### config.mk
export PLATFORM = sky130hd
export DESIGN_NAME = aes_block_packer_flat
export DESIGN_NICKNAME = d
export VERILOG_FILES = /design/src/rtl/aes_block_packer_if.sv /design/src/rtl/aes_block_packer.sv /design/src/flat_wrapper.sv
export SDC_FILE = /design/constraint.sdc
export NUM_CORES = 1
export LEC_CHECK = 0
export ABC_AREA = 1
export CORE_MARGIN = 8
export CORE_UTILIZATION = 45
export CTS_BUF_LIST = sky130_fd_sc_hd__clkbuf_4 sky130_fd_sc_hd__clkbuf_8
export CTS_CLUSTER_DIAMETER = 80
export DETAILED_ROUTE_END_ITERATION = 8
export PLACE_DENSITY = 0.67
export SETUP_SLACK_MARGIN = 0.02
export SLEW_MARGIN = 20
export SYNTH_ARGS = -nofsm -noshare
export SYNTH_HDL_FRONTEND = slang
export SYNTH_SLANG_ARGS = --single-unit
### constraint.sdc
create_clock -name clk -period 20.4 [get_ports clk]
set_clock_uncertainty 0.05 [all_clocks]
set_input_delay 4.08 -clock clk [delete_from_list [all_inputs] [get_ports clk]]
set_output_delay 4.08 -clock clk [all_outputs]
set_load 0.05 [all_outputs]
### src/rtl/aes_block_packer_if.sv
// aes_block_packer_if: byte-stream input and 128-bit block output of the AES front end.
//   s_valid/s_ready/s_data/s_last : incoming message bytes, s_last marks the final byte
//   m_valid/m_ready               : block handshake toward the AES core
//   m_plaintext/m_key/m_last      : packed block, key snapshot, final-block flag
//   modport slave  : the packer (consumes bytes, produces blocks)
//   modport master : the environment (produces bytes, consumes blocks)
interface aes_block_packer_if;
    logic         s_valid;
    logic         s_ready;
    logic [7:0]   s_data;
    logic         s_last;
    logic         m_valid;
    logic         m_ready;
    logic [127:0] m_plaintext;
    logic [127:0] m_key;
    logic         m_last;
    modport slave (
        input  s_valid, s_data, s_last, m_ready,
        output s_ready, m_valid, m_plaintext, m_key, m_last
    );
    modport master (
        output s_valid, s_data, s_last, m_ready,
        input  s_ready, m_valid, m_plaintext, m_key, m_last
    );
endinterface

### src/rtl/aes_block_packer.sv
// aes_block_packer: packs a byte stream into 128-bit plaintext blocks tagged with the key.
//   clk, rst_n (sync, active-low)
//   key_load/key_data : load the 128-bit key register
//   bus (slave)       : byte stream in, block stream out (see aes_block_packer_if)
//   FIFO_DEPTH        : completed blocks buffered toward the core (1 or 2)
//   AES_PAD_PKCS7_EN  : when defined, PKCS#7 padding with an extra pad block after a
//                       message that ends on a block boundary; otherwise zero padding
module aes_block_packer #(
    parameter int FIFO_DEPTH = 2
) (
    input  logic              clk,
    input  logic              rst_n,
    input  logic              key_load,
    input  logic [127:0]      key_data,
    aes_block_packer_if.slave bus
);
    typedef enum logic {FILL, PAD} state_t;
    state_t       state, state_nx;
    logic [3:0]   cnt;
    logic [127:0] acc, key_q, blk;
    logic [256:0] mem [2];
    logic [256:0] push_word;
    logic         wr_ptr, rd_ptr;
    logic [1:0]   count;
    logic         full, fills_block, s_fire, complete, pad_push, push, pop, last_bit;
    logic [7:0]   pad_byte;

    // Fullness is taken before any pop on the same edge, so there is no bypass.
    assign full        = count == 2'(FIFO_DEPTH);
    assign fills_block = cnt == 4'd15;
    assign bus.s_ready = state == FILL && !(full && (fills_block || bus.s_last));
    assign s_fire      = bus.s_valid && bus.s_ready;
    assign complete    = s_fire && (fills_block || bus.s_last);
    assign pad_push    = state == PAD && !full;
    assign push        = complete || pad_push;
    assign pop         = bus.m_valid && bus.m_ready;
    assign bus.m_valid = count != 2'd0;
    assign {bus.m_last, bus.m_key, bus.m_plaintext} = mem[rd_ptr];

`ifdef AES_PAD_PKCS7_EN
    assign pad_byte = {4'h0, 4'd15 - cnt};
    // A message ending exactly on byte 15 is closed by the separate pad block.
    assign last_bit = bus.s_last && !fills_block;
`else
    assign pad_byte = 8'h00;
    assign last_bit = bus.s_last;
`endif

    // Insert the current byte; positions after it get the pad value, which later
    // bytes of a non-final block simply overwrite.
    always_comb begin
        blk = acc;
        for (int i = 0; i < 16; i++)
            if (4'(i) == cnt) blk[8*(15-i) +: 8] = bus.s_data;
            else if (4'(i) > cnt) blk[8*(15-i) +: 8] = pad_byte;
    end

    assign push_word = pad_push ? {1'b1, key_q, {16{8'h10}}} : {last_bit, key_q, blk};

    always_comb begin
        state_nx = state;
`ifdef AES_PAD_PKCS7_EN
        if (state == FILL && complete && bus.s_last && fills_block) state_nx = PAD;
        else if (pad_push) state_nx = FILL;
`endif
    end

    always_ff @(posedge clk) begin
        if (!rst_n) state <= FILL;
        else state <= state_nx;
    end

    // The key register updates on the same edge a block is pushed, so that block
    // carries the old key.
    always_ff @(posedge clk) begin
        if (!rst_n) begin
            cnt    <= 4'd0;
            acc    <= '0;
            key_q  <= '0;
            wr_ptr <= 1'b0;
            rd_ptr <= 1'b0;
            count  <= 2'd0;
            for (int i = 0; i < 2; i++) mem[i] <= '0;
        end else begin
            if (key_load) key_q <= key_data;
            if (s_fire) begin
                cnt <= complete ? 4'd0 : cnt + 4'd1;
                acc <= complete ? '0 : blk;
            end
            if (push) begin
                mem[wr_ptr] <= push_word;
                wr_ptr      <= !wr_ptr;
            end
            if (pop) rd_ptr <= !rd_ptr;
            count <= count + 2'(push) - 2'(pop);
        end
    end
endmodule
### src/flat_wrapper.sv
// flat-port wrapper written by rule: the top's interface ports become plain ports
module aes_block_packer_flat 
#(
    parameter int FIFO_DEPTH = 2
)
  (clk, rst_n, key_load, key_data, bus_s_valid, bus_s_data, bus_s_last, bus_m_ready, bus_s_ready, bus_m_valid, bus_m_plaintext, bus_m_key, bus_m_last);
  aes_block_packer_if bus_i ();
  input  logic clk;
  input  logic rst_n;
  input  logic key_load;
  input  logic [127:0] key_data;
  input wire logic [$bits(bus_i.s_valid)-1:0] bus_s_valid;
  input wire logic [$bits(bus_i.s_data)-1:0] bus_s_data;
  input wire logic [$bits(bus_i.s_last)-1:0] bus_s_last;
  input wire logic [$bits(bus_i.m_ready)-1:0] bus_m_ready;
  output wire logic [$bits(bus_i.s_ready)-1:0] bus_s_ready;
  output wire logic [$bits(bus_i.m_valid)-1:0] bus_m_valid;
  output wire logic [$bits(bus_i.m_plaintext)-1:0] bus_m_plaintext;
  output wire logic [$bits(bus_i.m_key)-1:0] bus_m_key;
  output wire logic [$bits(bus_i.m_last)-1:0] bus_m_last;
  assign bus_i.s_valid = bus_s_valid;
  assign bus_i.s_data = bus_s_data;
  assign bus_i.s_last = bus_s_last;
  assign bus_i.m_ready = bus_m_ready;
  assign bus_s_ready = bus_i.s_ready;
  assign bus_m_valid = bus_i.m_valid;
  assign bus_m_plaintext = bus_i.m_plaintext;
  assign bus_m_key = bus_i.m_key;
  assign bus_m_last = bus_i.m_last;
  aes_block_packer #(.FIFO_DEPTH(FIFO_DEPTH)) u_core (.clk(clk), .rst_n(rst_n), .key_load(key_load), .key_data(key_data), .bus(bus_i));
endmodule
## Word level (Yosys, flattened, before mapping)

Memory sizes are Yosys's and may differ from the RTL's. A register that Yosys moved wholly into a read port is not among the register bits.
Index checks and enable logic that the tools add are counted.

| storage, ports and cells | value |
|---|---|
| flip-flop bits (word level) | 264 |
| memory bits (writable) | 514 |
| output and inout bits | 259 |
| logic and storage cells | 97 |
| memories kept | 1 |

| operators by class | value |
|---|---|
| add/sub/neg operators | 3 |
| magnitude comparators | 16 |
| equality and inequality tests | 17 |
| muxes and demuxes | 43 |
| reduce and logical (&&, ||, !) cells | 11 |

Memories:

| name | words | width | rd ports | clocked after memory_dff | wr ports | RTL line | source |
|---|---|---|---|---|---|---|---|
| u_core.mem | 2 | 257 | 1 | 1 | 2 | aes_block_packer.sv:21 | `logic [256:0] mem [2];` |

Operator list:

| kind | number |
|---|---|
| $mux 257 | 1 |
| $reduce_or 257->1 | 1 |
| $mux 8 | 32 |
| $mux 128 | 1 |
| $eq 4x4->1 const A | 8 |
| $gt 4x4->1 const A | 8 |
| $eq 3x4->1 const A | 4 |
| $gt 3x4->1 const A | 4 |
| $eq 2x4->1 const A | 2 |
| $gt 1x4->1 const A | 2 |
| $gt 2x4->1 const A | 2 |
| $mux 1 | 8 |
| $add 4x1->4 const B | 1 |
| $eq 1x4->1 const A | 1 |
| $eq 4x4->1 const B | 1 |
| $logic_and 1x1->1 | 4 |
| $logic_not 4->1 | 1 |
| $mux 4 | 1 |
| $logic_not 1->1 | 3 |
| $add 2x1->2 | 1 |
| $eq 2x2->1 const B | 1 |
| $reduce_bool 2->1 | 1 |
| $sub 2x1->2 | 1 |
| $logic_or 1x1->1 | 1 |

## Longest topological paths before layout

Gate-level depths: netlist (run 1).

| logic depth | value |
|---|---|
| word-level depth | 11 |
| depth in mapped cells | 11 |
| gate-level depth less buffers | 9 |

## Least setup slack after synthesis (run 1)

Ideal clock, no wire load.

| path | value |
|---|---|
| path type | input to register |
| from | input bus_s_last |
| to | memory u_core.mem[1][0] (enable) |
| data arrival time | 10.450 ns |
| data required time | 19.720 ns |
| path slack | 9.270 ns |
| stages on the path | 7 |
| cells stage by stage | inv_1 > nand2_2 > a21oi_1 > nand4_1 > buf_2 > buf_2 > nand2_1 |

RTL lines:

| what | RTL line | source |
|---|---|---|
| start, declared | flat_wrapper.sv:14 | `input wire logic [$bits(bus_i.s_last)-1:0] bus_s_last;` |
| end, declared | aes_block_packer.sv:21 |  |

## Worst setup path in the final report (run 1)

| path | value |
|---|---|
| from | input bus_s_last |
| to | output bus_s_ready |

| on the way | value |
|---|---|
| longest elaborated chain between the ends | 3 |

Ends and longest elaborated chain:

| what | RTL line | source |
|---|---|---|
| $logic_or 1x1->1 | aes_block_packer.sv:31 | `assign bus.s_ready = state == FILL && !(full && (fills_block \|\| bus.s_last));` |
| $logic_and 1x1->1 | aes_block_packer.sv:31 |  |
| $logic_not 1->1 | aes_block_packer.sv:31 |  |
| end, declared | flat_wrapper.sv:16 | `output wire logic [$bits(bus_i.s_ready)-1:0] bus_s_ready;` |

No other way between the ends.

==> impl_metrics.json, run 1 <==
{
  "status": "complete, no violations",
  "grt_overflow_total": 0,
  "top_layer": "met5",
  "rsz0062_at_grt": "false",
  "dr_wl_met2_um": 42400,
  "start_util": 0.451,
  "antenna_found_initial": 11,
  "netlist_area_um2": 32100,
  "areaGrowthSynthToFinish_pct": 23.3,
  "crit_fanout": 5,
  "coreArea_um2": 71000,
  "synth.avg_cell_area_um2": 10.5,
  "path_clk_slew_ns": 0.06,
  "boundaryPins": 401,
  "worstSetupPathType": "in2out",
  "drive_above_1_share": 0.151,
  "hold_violations": 0,
  "gp_congestion": 0.774,
  "cts-root-buf": "clkbuf_8",
  "post-route-cell-area_um2": 39500,
  "tightestPinTransition_ns": 1.10,
  "cts_hold_buf": 0,
  "cp_data_required_time_ns": 16.27,
  "tritoncts": "done",
  "crit_path_start_kind": "input pin",
  "power_density_nw_per_um2": 110,
  "grt_pass1_vias": 21700,
  "irDropWorstVdd_mv": 0.0656,
  "cts_buffers": 131,
  "worstPathArrival_ns": 5.91,
  "slowest_delay_ns": 0.92,
  "r2r_cells": 9,
  "met3WireLength_um": 6890,
  "hold_class": "reg2reg",
  "clock_path_buffers": 3,
  "grt_usage": 0.214,
  "cp.buffers_inverters": 3,
  "nNetsFinal": 3586,
  "yosysMostFrequentCell": "nor2_1",
  "vias": 23100,
  "grt_max_degree": 180,
  "post-cts-setup-buffers": 0,
  "worstPathCellList": "clkdlybuf4s50_1 -> inv_1 -> nand2_2 -> nand2_2 -> clkdlybuf4s50_1",
  "drtAntennaViolNets": 0,
  "hold_depth": 1,
  "die_x_um": 283,
  "post-place-cells": 4256,
  "fin_crit_sh": 0.492,
  "fp.dieH_um": 283,
  "slew_headroom": 0.267,
  "synth_seq_cells": 771,
  "htreeDepth": 4,
  "finalSetupTns_ns": 0,
  "worstReg2RegEnd": "u_core.mem[0][235]",
  "max_cap_viol_count": 0,
  "wire_per_inst_um": 19.6,
  "synthTopCellsByCount": "557 x nor2_1, 514 x edfxtp_1, 430 x nand2_1",
  "synthCells": 3065,
  "regToRegSetupSlack_ns": 15.12,
  "cts.sinks": 771,
  "async_flop_share": 0,
  "drtIter0Drc": 1910,
  "place_area_um2": 36700,
  "clock.fmax_mhz": 99.6,
  "post_cts_resized": 0,
  "fin_cells": 4503,
  "insertion_delay_ns": 0.78,
  "syn_nets": 3212,
  "ys_types": 27,
  "drc": 0,
  "yosysWarnings": 0,
  "synth_top_area_frac": 0.482,
  "rows": 98,
  "yosys-top-cells-area": "edfxtp_1 48%, dfxtp_1 16%, mux2_2 9.0%",
  "ys_seq_area_frac": 0.642,
  "drt-pass1-iter-count": 5,
  "setup_viol": 0,
  "synth-edff-count": 514,
  "numPortBuffers": 400,
  "grt_pass1_wl_um": 131000,
  "drt-total-wl_um": 88300,
  "p_leak_nw": 14.4,
  "synth_top_area_cell": "edfxtp_1",
  "timing.rr.start": "u_core.cnt[0]",
  "dieArea_um2": 80000,
  "slew_violations": 0,
  "finalCriticalPeriod_ns": 10.04,
  "synth_ff_type": "edfxtp_1",
  "end_kind": "output pin",
  "wl_met1_um": 37000,
  "vias_per_cell": 5.12,
  "dp_hpwl_um": 54000,
  "worst_hold_startpoint": "u_core.rd_ptr",
  "slowest_stage": "clkdlybuf4s50_1",
  "crit_family": "buffers and inverters"
}
==> routing by layer <==
layer  up-vias  track usage
met2       805        0.346
met1     11200        0.282
met4         4       0.0681
li1      10900            -
met5         -            0
met3       131       0.0543
==> how the worst max path moves through the flow <==
stage / start / end / slack [ns] / depth (start not counted)
2_1_floorplan: bus_s_last / u_core.mem[1][0] / 9.27 / 7
3_3_place_gp: bus_s_last / bus_s_ready / 10.40 / 5
3_5_place_dp: bus_s_last / bus_s_ready / 10.39 / 5
4_1_cts: bus_s_last / bus_s_ready / 10.39 / 5
5_1_grt: bus_s_last / bus_s_ready / 10.32 / 5
6_report: bus_s_last / bus_s_ready / 10.36 / 5
==> placed cells by master, fill, tap and decap left out, types with 7 or more instances in the layout <==
master / count
mux2_2: 257
diode_2: 8
clkbuf_4: 56
o211ai_1: 13
buf_4: 30
inv_8: 7
dfxtp_1: 256
o22ai_1: 8
edfxtp_1: 514
nand3_1: 64
clkinv_1: 11
inv_1: 311
clkdlybuf4s50_1: 399
nand4_1: 10
a21oi_1: 231
o21ai_0: 198
nor2_1: 557
nand2_1: 425
clkbuf_8: 152
==> power breakdown <==
group | internal [mW] | total (mW) | switching (mW)
sequential | 1.76 | 1.80 | 0.0399
clock | 0.826 | 1.46 | 0.629
combinational | 0.356 | 1.07 | 0.719
total | 2.94 | 4.33 | 1.39
==> flip-flops by register name, indices dropped and copies added, names as in the netlist, named ones only <==
register / count
u_core.acc: 120
u_core.mem: 514
u_core.rd_ptr: 1
u_core.count: 2
u_core.cnt: 4
u_core.wr_ptr: 1
u_core.key_q: 128
==> area by class of cell <==
type / count / area (µm²)
fillers: 6111 / 31500
clock inverters: 31 / 287
inverters: 316 / 1190
clock buffers: 208 / 2510
diodes: 8 / 20.0
well taps: 950 / 1190
flip-flops and latches: 771 / 20600
repair buffers: 431 / 4260
multi-input cells: 1788 / 9480
==> cell families (layout without fill, tap and decap cells) <==
group / Yosys count / in the layout / share of synthesized area
flops: 771 / 771 / 0.642
other cells: 0 / 8 / 0
compound gates: 451 / 451 / 0.0718
mux: 257 / 257 / 0.0903
simple gates: 1074 / 1074 / 0.130
fa+ha+maj: 5 / 5 / 0.00195
xor+xnor: 1 / 1 / 0.000273
buf+inv: 506 / 986 / 0.0634
==> metrics by stage <==
step / total power, mW / hold WS, ns / util / setup slack (ns)
final: 4.33 / 0.398 / 0.557 / 10.36
after global routing: 4.49 / 0.411 / 0.557 / 10.32
after CTS: 4.38 / 0.398 / 0.556 / 10.39
after detailed placement: 2.92 / 0.389 / 0.517 / 10.39
after global placement: 2.91 / 0.376 / 0.517 / 10.40
after floorplan: 2.55 / 0.376 / - / 9.27
Note: power is estimated with default switching activity, not from simulation.
==> inputs of run 2 (changes only) <==
clock period = 9.3 ns   (was 20.4 ns; I/O delays follow)
==> run 2 against run 1 <==
Non-clock buffer count increased by 2; sequential power grew 120%; cell area is essentially flat; first-iteration DRC count rose by 0.10%; total power grew 120%; largest cell class unchanged; largest power group unchanged; highest routed layer unchanged.
==> impl_metrics.json, run 2 (synthesis results as in run 1) <==
{
  "drt-pass1-iter-count": 6,
  "dp_hpwl_um": 53300,
  "setup_viol": 0,
  "gp_congestion": 0.787,
  "met3WireLength_um": 6770,
  "clock.fmax_mhz": 179,
  "crit_family": "buffers and inverters",
  "hold_class": "reg2reg",
  "cts-root-buf": "clkbuf_8",
  "crit_fanout": 5,
  "grt_pass1_vias": 21700,
  "grt_pass1_wl_um": 130000,
  "numPortBuffers": 400,
  "post_cts_resized": 0,
  "p_int_mw": 6.42,
  "cts.sinks": 771,
  "worstSetupPathType": "in2out",
  "clock_path_buffers": 3,
  "seqPwrFrac": 0.414,
  "reg.largest.list": "u_core.mem (514), u_core.key_q (128), u_core.acc (120)",
  "finalCriticalPeriod_ns": 5.58,
  "p_leak_nw": 14.4,
  "drive_above_1_share": 0.151,
  "power_density_nw_per_um2": 240,
  "post-cts-setup-buffers": 0,
  "areaGrowthSynthToFinish_pct": 23.4,
  "p_sw_mw": 3.08,
  "path_clk_slew_ns": 0.06,
  "clkPwrFrac": 0.336,
  "worstPathCellList": "clkdlybuf4s50_1 -> inv_1 -> nand2_2 -> nand2_2 -> clkdlybuf4s50_1",
  "rows": 98,
  "top_layer": "met5",
  "cts_buffers": 132,
  "tritoncts": "done",
  "coreArea_um2": 71000,
  "comb_power_share": 0.251,
  "wire_per_inst_um": 19.4,
  "cp.buffers_inverters": 3,
  "slew_headroom": 0.220,
  "fin_crit_sh": 0.600,
  "drtAntennaViolNets": 0,
  "drt-total-wl_um": 87500,
  "die_x_um": 283,
  "max_cap_viol_count": 0,
  "hold_violations": 0,
  "end_kind": "output pin",
  "nNetsFinal": 3589,
  "fp.dieH_um": 283,
  "hold_depth": 1,
  "r2r_cells": 8,
  "path_depth": 5,
  "tightestPinTransition_ns": 1.17,
  "finalSetupTns_ns": 0,
  "layout_commonest_cell": "nor2_1",
  "dr_wl_met2_um": 41400,
  "crit_path_start_kind": "input pin",
  "htreeDepth": 4,
  "wl_met1_um": 36500,
  "insertion_delay_ns": 0.77,
  "swShare": 0.324,
  "boundaryPins": 401,
  "cp_data_required_time_ns": 7.39,
  "slowest_delay_ns": 0.92,
  "largest_reg_flops": 514,
  "total_power_mw": 9.50,
  "rsz0062_at_grt": "false",
  "grt_max_degree": 186,
  "status": "complete, no violations",
  "grt_overflow_total": 0,
  "antenna_found_initial": 10,
  "mostFrequentLayoutCells": "557 x nor2_1, 514 x edfxtp_1, 426 x nand2_1",
  "post-place-cells": 4258,
  "dieArea_um2": 80000,
  "irDropWorstVdd_mv": 0.161,
  "slew_violations": 0,
  "regMostFlops": "u_core.mem",
  "fillers": 6099,
  "drc": 0,
  "vias": 23000,
  "worstPathArrival_ns": 3.67,
  "cts_hold_buf": 0,
  "vias_per_cell": 5.10,
  "start_util": 0.451,
  "slowest_stage": "clkdlybuf4s50_1",
  "fin_cells": 4509,
  "grt_usage": 0.211,
  "drtIter0Drc": 1912
}
[run 2: changes by cell type in the layout (fill, tap and decap cells not counted), sizes merged]
cell,change
diode,-2
buf,+2
clkinv,+15
clkbuf,-7
inv,-2
[run 2: through the flow]
stage                     setup WS, ns  hold WS (ns)  cell area, µm²  utilization
after floorplan                  0.390         0.376           32100            -
after global placement            3.75         0.386           36700        0.518
after detailed placement          3.74         0.394           36700        0.518
after CTS                         3.73         0.405           39500        0.557
after global routing              3.68         0.425           39600        0.557
final                             3.72         0.401           39600        0.557
[run 2: area by class of cell]
| type | count | area (µm²) | area share |
|---|---|---|---|
| repair buffers | 433 | 4300 | 0.109 |
| well taps | 950 | 1190 | 0.0301 |
| diodes | 6 | 15.0 | 0.000380 |
| clock buffers | 201 | 2450 | 0.0619 |
| inverters | 316 | 1190 | 0.0301 |
| multi-input cells | 1788 | 9480 | 0.240 |
| clock inverters | 44 | 349 | 0.00883 |
| flip-flops and latches | 771 | 20600 | 0.520 |
[run 2: final timing paths]
check	start	slack, ns	end
max reg2reg	u_core.cnt[0]	5.47	u_core.mem[0][213]
max	bus_s_last	3.72	bus_s_ready
min reg2reg	u_core.rd_ptr	0.40	register
min	u_core.rd_ptr	0.40	register
[run 2: routing by layer]
layer | vias up | track usage
met4 | 8 | 0.0830
met5 | - | 0
met1 | 11100 | 0.275
met3 | 163 | 0.0518
met2 | 783 | 0.340
li1 | 11000 | -
[run 2: power by group through the flow]
stage          registers, mW  logic [mW]  clock network, mW
4_1_cts                 3.93        2.41               3.26
5_1_grt                 3.95        2.48               3.40
3_5_place_dp            4.00        2.40                  0
6_report                3.93        2.38               3.19
2_1_floorplan           4.01        1.60                  0
3_3_place_gp            3.99        2.40                  0
==> inputs of run 3 (changes only) <==
PLACE_DENSITY = 0.69   (was 0.67)
clock period = 5 ns   (was 9.3 ns; I/O delays follow)
==> run 3 against run 2 <==
Clock power increased by 89%; sequential power increased by 86%; via count increased by 0.77%; non-clock buffer count increased by 6; setup slack got worse by 2.9 ns; sequential cell count unchanged; critical endpoint is now bus_m_plaintext[2]; largest power group unchanged; highest routed layer unchanged.
==> impl_metrics.json, run 3 (synthesis results as in run 1) <==
{
  "status": "complete, no violations",
  "slew_headroom": 0.194,
  "place_area_um2": 36900,
  "drt-total-wl_um": 87700,
  "finalSetupTns_ns": 0,
  "wire_per_inst_um": 19.4,
  "grt_pass1_wl_um": 132000,
  "swShare": 0.319,
  "dieArea_um2": 80000,
  "gp_congestion": 0.799,
  "fillers": 6062,
  "die_x_um": 283,
  "boundaryPins": 401,
  "drtIter0Drc": 2008,
  "cp_data_required_time_ns": 3.95,
  "timing.final.ws_setup_ns": 0.769,
  "slew_violations": 0,
  "post-cts-setup-buffers": 0,
  "rsz0062_at_grt": "false",
  "drtAntennaViolNets": 0,
  "coreArea_um2": 71000,
  "insertion_delay_ns": 0.77,
  "post-route-cell-area_um2": 39800,
  "cts.sinks": 771,
  "tightestPinTransition_ns": 1.21,
  "finalCriticalPeriod_ns": 4.23,
  "vias_per_cell": 5.13,
  "crit_path_start_kind": "register",
  "hold_class": "reg2reg",
  "nNetsFinal": 3594,
  "antenna_found_initial": 7,
  "seqPwrFrac": 0.411,
  "post_cts_resized": 0,
  "grt_overflow_total": 0,
  "start_util": 0.451,
  "p_leak_nw": 14.6,
  "regArea_um2": 20600,
  "path_clk_slew_ns": 0.06,
  "tritoncts": "done",
  "place_ws_ns": 0.943,
  "p_int_mw": 12.1,
  "reg.largest.list": "u_core.mem (514), u_core.key_q (128), u_core.acc (120)",
  "hold_violations": 0,
  "dp_hpwl_um": 54200,
  "max_cap_viol_count": 0,
  "grt_max_degree": 176,
  "clock_path_buffers": 3,
  "mostFrequentLayoutCells": "557 x nor2_1, 514 x edfxtp_1, 426 x nand2_1",
  "multiInputGateArea_um2": 9500,
  "cts_buffers": 131,
  "vias": 23200,
  "layout_commonest_cell": "nor2_1",
  "drt-pass1-iter-count": 6,
  "comb_power_share": 0.250,
  "areaGrowthSynthToFinish_pct": 24.2,
  "postLayoutCoreUtil": 0.561,
  "cts_hold_buf": 0,
  "clkPwrFrac": 0.339,
  "fp.dieH_um": 283,
  "power_density_nw_per_um2": 447,
  "grt_usage": 0.213,
  "largest_reg_flops": 514,
  "grt_pass1_vias": 22400,
  "drive_above_1_share": 0.156,
  "htreeDepth": 4,
  "fin_crit_sh": 0.846,
  "p_sw_mw": 5.67,
  "worstPathArrival_ns": 3.18,
  "regMostFlops": "u_core.mem",
  "rows": 98,
  "irDropWorstVdd_mv": 0.274,
  "setup_viol": 0,
  "total_power_mw": 17.8,
  "drc": 0,
  "crit_fanout": 63,
  "numPortBuffers": 400,
  "clock.fmax_mhz": 236,
  "cts-root-buf": "clkbuf_8",
  "end_kind": "output pin",
  "worstSetupPathType": "reg2out"
}
-- run 3: area by class of cell --
type / count / area share
Clock inverter: 28 / 0.00701
Multi-Input combinational cell: 1788 / 0.238
Tap cell: 950 / 0.0299
Sequential cell: 771 / 0.517
Clock buffer: 216 / 0.0649
Timing Repair Buffer: 439 / 0.113
Inverter: 316 / 0.0299
Antenna cell: 5 / 0.000314
-- run 3: worst max-delay path, stage by stage, from the launching register on --
cell and delay, ns:
dfxtp_4 0.74, buf_12 0.42, mux2_2 0.38, clkdlybuf4s50_1 0.82
-- run 3: power by group through the flow --
stage / registers (mW) / clock network (mW) / logic (mW)
6_report: 7.32 / 6.03 / 4.45
5_1_grt: 7.35 / 6.47 / 4.63
4_1_cts: 7.32 / 6.17 / 4.49
3_5_place_dp: 7.45 / 0 / 4.47
3_3_place_gp: 7.43 / 0 / 4.47
2_1_floorplan: 7.40 / 0 / 2.97
-- run 3: worst paths after layout --
kind / end / depth (start not counted) / slack (ns) / start
min: register / 1 / 0.40 / u_core.rd_ptr
min reg2reg: register / 1 / 0.40 / u_core.rd_ptr
max: bus_m_plaintext[2] / 3 / 0.77 / register
max reg2reg: u_core.mem[1][126] / 5 / 1.67 / u_core.cnt[2]
-- run 3: routing by layer --
| metal | track usage | vias to the layer above | part of all wire |
|---|---|---|---|
| met5 | 0 | - | 0.000080 |
| met3 | 0.0500 | 137 | 0.076 |
| met2 | 0.348 | 790 | 0.48 |
| met1 | 0.277 | 11300 | 0.42 |
| met4 | 0.0715 | 2 | 0.025 |
| li1 | - | 11000 | - |
-- run 3: stage by stage --
step           hold slack [ns]  instances
5_1_grt                  0.425       4512
2_1_floorplan            0.376       3065
4_1_cts                  0.398       4508
6_report                 0.400       4513
3_3_place_gp             0.374       4264
3_5_place_dp             0.386       4264
